File: config.mk
export PLATFORM = sky130hd
export DESIGN_NAME = bcd_updown_counter_n
export DESIGN_NICKNAME = d
export VERILOG_FILES = /design/src/rtl/bcd_updown_counter_n.sv
export SDC_FILE = /design/constraint.sdc
export NUM_CORES = 1
export LEC_CHECK = 0
export ABC_AREA = 1
export BUFFER_PORTS_ARGS = -buffer_cell sky130_fd_sc_hd__buf_4
export CAP_MARGIN = 20
export CORE_UTILIZATION = 40
export DETAILED_ROUTE_END_ITERATION = 10
export PLACE_DENSITY = 0.68
export SYNTH_ARGS = -nofsm -noshare
export SYNTH_HDL_FRONTEND = slang
export SYNTH_SLANG_ARGS = --single-unit
export TNS_END_PERCENT = 30
File: constraint.sdc
create_clock -name clk -period 3.4 [get_ports clk]
set_input_delay 0.34 -clock clk [delete_from_list [all_inputs] [get_ports clk]]
set_output_delay 0.34 -clock clk [all_outputs]
set_load 0.02 [all_outputs]
File: src/rtl/bcd_updown_counter_n.sv
// Multi-digit synchronous BCD up/down counter with parallel load, wrap pulse
// and combinational terminal count for zero-latency cascading through en/tc.
module bcd_updown_counter_n #(
  parameter int DIGITS = 4
) (
  input  logic                  clk,
  input  logic                  rst,
  input  logic                  en,
  input  logic                  up_dn,
  input  logic                  load,
  input  logic [4*DIGITS-1:0]   d_in,
  output logic [4*DIGITS-1:0]   q,
  output logic                  tc,
  output logic                  wrap,
  output logic                  load_err
);

  localparam logic [4*DIGITS-1:0] ALL_NINES = {DIGITS{4'h9}};

  logic [4*DIGITS-1:0] q_cnt;
  logic                d_valid;
  logic                prop;
  logic [3:0]          dig;
  logic                at_top;
  logic                at_bot;

  // prop is true while every lower decade sits at its rollover value
  always_comb begin
    q_cnt   = q;
    d_valid = 1'b1;
    prop    = 1'b1;
    dig     = 4'd0;
    for (int i = 0; i < DIGITS; i++) begin
      if (d_in[4*i +: 4] > 4'd9) d_valid = 1'b0;
      dig = q[4*i +: 4];
      if (prop) begin
        if (up_dn) q_cnt[4*i +: 4] = (dig == 4'd9) ? 4'd0 : dig + 4'd1;
        else       q_cnt[4*i +: 4] = (dig == 4'd0) ? 4'd9 : dig - 4'd1;
      end
      prop = prop & (up_dn ? (dig == 4'd9) : (dig == 4'd0));
    end
  end

  assign at_top = (q == ALL_NINES);
  assign at_bot = (q == '0);
  assign tc     = en & (up_dn ? at_top : at_bot);

  always_ff @(posedge clk or posedge rst) begin
    if (rst) begin
      q        <= '0;
      wrap     <= 1'b0;
      load_err <= 1'b0;
    end else begin
      wrap     <= 1'b0;
      load_err <= 1'b0;
      if (load) begin
        if (d_valid) q <= d_in;
        else         load_err <= 1'b1;
      end else if (en) begin
        q    <= q_cnt;
        wrap <= up_dn ? at_top : at_bot;
      end
    end
  end

endmodule

==> results.tsv <==
metric	value	unit
skew final	0.00331	ns
type of origin of the critical path	flop	
EDFF count, synth	0	
vias per cell	5.11	
Vias	1790	
headroom to the max-slew limit	0.516	
Fmax	504	MHz
die height	64.7	um
Worst Path Buf+Inv	3	
root buf cell	clkbuf_8	
Chip Width	64.7	um
P_int	666	uW
Placeable Area	0.00372	mm^2
Sw Share	0.489	
Pins Over Slew Limit	0	
Cells after Synth	266	
clock group share of total power	0.142	
Detailed Route WL	4.02	mm
die area	0.00418	mm^2
TNS Setup	0	ns
PD cells	669	mW/mm^2
Cell variety after synth	27	
Post-synth top flop	dfrtp_1	
share of layout cells above drive strength 1	0.199	
Final ANT Viol Nets	0	
fin util	0.524	
DRC	0	
vias in the first global route	1593	
# setup viols final	0	
sequential fraction of the synthesis area	0.287	
CTS Hold Bufs	0	
Starting Density	0.423	
Max stage delay on crit path	0.49	ns
initial antenna violation count	0	
status	finished clean	
grt ovf	0	
io pins	40	
register bit total from synthesis	18	
worst hold path type	input pin to async pin	
TritonCTS clock tree	done	
Max Cap Viol	0	
leakage	1.07	nW
routed length per instance	11.5	um
critical path type	flop to output pin	
Area Overhead vs Synth	24.0	%
port buffer count	39	
TritonRoute pass-1 iters	4	
Mean Syn Cell Area	5.91	um^2
Switch Pwr	638	uW
critical path's top delay family	simple AND/OR/NAND/NOR gates	
register clock-pin slew on the reported worst setup and hold paths	0.08	ns
endpoints failing hold	0	
Critical Path Sink Type	output pin	
Synth async-reset ratio	1.00	
Comb power frac	0.542	
worst-path cell chain	nor2_4 -> nand2_2 -> nand2_2 -> inv_1 -> nor3_1 -> nand3_1 -> inv_1 -> buf_4	
DP HPWL	3.02	mm
Netlist Area Pre-Place	0.00157	mm^2
post-CTS setup buffer count	0	
clock sink count	18	
Cell Rows	22	
layout net count	324	
CP max stage cell	dfrtp_1	
R2R depth	10	
clk_lat worst skew	0.26	ns
first-pass GRT wire length	6.96	mm
crit path DAT	1.64	ns
Least-Margin Pin Slew	0.726	ns
data required time of the worst path	3.06	ns
Total GRT Usage	0.210	
peak supply drop	245	uV
Initial DRC Count	108	
crit-path max FO	7	
RSZ-0062 raised after global routing	no	
H-Tree Depth	1	
CTS buffer count	3	
fin crit period	1.98	ns
pin count of the biggest net entering global routing	22	
proportion of power drawn by flip-flops and latches	0.317	
Syn Nets	287	
ant diodes	0	
Tcrit/Tclk final	0.583	
GPL Wtd Cong	0.897	
clk buf depth	2	
Yosys warnings	0	
WP depth	8	
Post-CTS Resized	0	
-- cells by family after synthesis --
logic type      after synthesis  share of synthesized area
buf+inv                      35                     0.0868
xor+xnor                      1                    0.00557
simple gates                178                      0.503
flops                        18                      0.287
compound gates               34                      0.118
-- cells in the mapped netlist (2+ instances only) --
cell type	count	share of area
buf_2	3	0.0096
clkbuf_1	3	0.0072
nand4_1	3	0.012
inv_1	27	0.064
a21oi_1	5	0.016
nand2_2	5	0.020
nand3_1	37	0.12
nor2_1	29	0.069
dfrtp_1	18	0.29
nand2_1	92	0.22
o21a_1	2	0.0096
nand2_4	2	0.014
o21ai_0	22	0.070
or2_2	2	0.0080
nor2_2	4	0.016
-- flip-flops by register name, summed over array words and instances, names as in the netlist --
register,count
wrap,1
load_err,1
q,16
-- stage by stage --
step | cells | area, um^2 | total power [mW] | hold slack (ns) | worst slack (ns)
floorplan | 266 | 1570 | 0.893 | 0.279 | 1.75
CTS | 350 | 1950 | 1.31 | 0.227 | 1.40
global placement | 346 | 1890 | 1.12 | 0.515 | 1.59
finish | 350 | 1950 | 1.30 | 0.196 | 1.42
detailed placement | 346 | 1890 | 1.12 | 0.511 | 1.57
global route | 350 | 1950 | 1.44 | 0.251 | 1.29
-- cell type report --
cell class | instances | area [um^2]
clock buffer | 4 | 55.1
fill | 405 | 1770
inverter | 28 | 105
multi-input combinational | 213 | 985
sequential | 18 | 450
tap | 48 | 60.1
timing repair buffer | 39 | 293
-- worst paths after layout --
| kind | from | slack [ns] | endpoint |
|---|---|---|---|
| worst max-delay path | q[0] | 1.42 | tc |
| worst min register to register | q[14] | 0.58 | q[14] |
| max in group asynchronous | rst | 2.75 | q[14] |
| worst min-delay path | rst | 0.20 | load_err |
| worst max register to register | q[2] | 1.84 | q[15] |
| min in group clk | d_in[5] | 0.31 | q[5] |
-- layer usage --
| metal | global-route usage | share of wire | wire (um) | up-vias |
|---|---|---|---|---|
| met5 | 0 | 0 | 0 | - |
| met3 | 0.0264 | 0.049 | 197 | 5 |
| met2 | 0.333 | 0.45 | 1810 | 50 |
| met4 | 0.0639 | 0.012 | 47 | 0 |
| li1 | - | - | - | 927 |
| met1 | 0.294 | 0.49 | 1960 | 808 |
-- placed cells by master, fill, tap and decap left out, drive strengths merged --
master / n
nand3: 38
nand3b: 1
nor2: 34
nand2: 99
buf: 39
inv: 28
or2: 2
a21o: 1
nor3: 1
clkbuf: 4
dfrtp: 18
a21oi: 5
nand4: 3
a31oi: 1
o21a: 2
o21ai: 24
xor2: 1
o211ai: 1
-- power groups by stage --
stage / Sequential [mW] / Clock, mW / Combinational, mW
4_1_cts: 0.413 / 0.188 / 0.707
2_1_floorplan: 0.463 / 0 / 0.429
5_1_grt: 0.432 / 0.200 / 0.806
3_3_place_gp: 0.414 / 0 / 0.706
3_5_place_dp: 0.418 / 0 / 0.704
6_report: 0.413 / 0.185 / 0.706
-- worst reg2reg max path, cell delays in order, from the launching register on --
cell,delay (ns)
dfrtp_1,0.45
inv_2,0.12
nand2_1,0.08
nor2_2,0.16
nor2_2,0.07
nor2_2,0.14
nand2_2,0.10
nand2_4,0.15
nand2_4,0.07
nand2_1,0.06
nand2_1,0.05
Power figures use the tool's default switching activity.
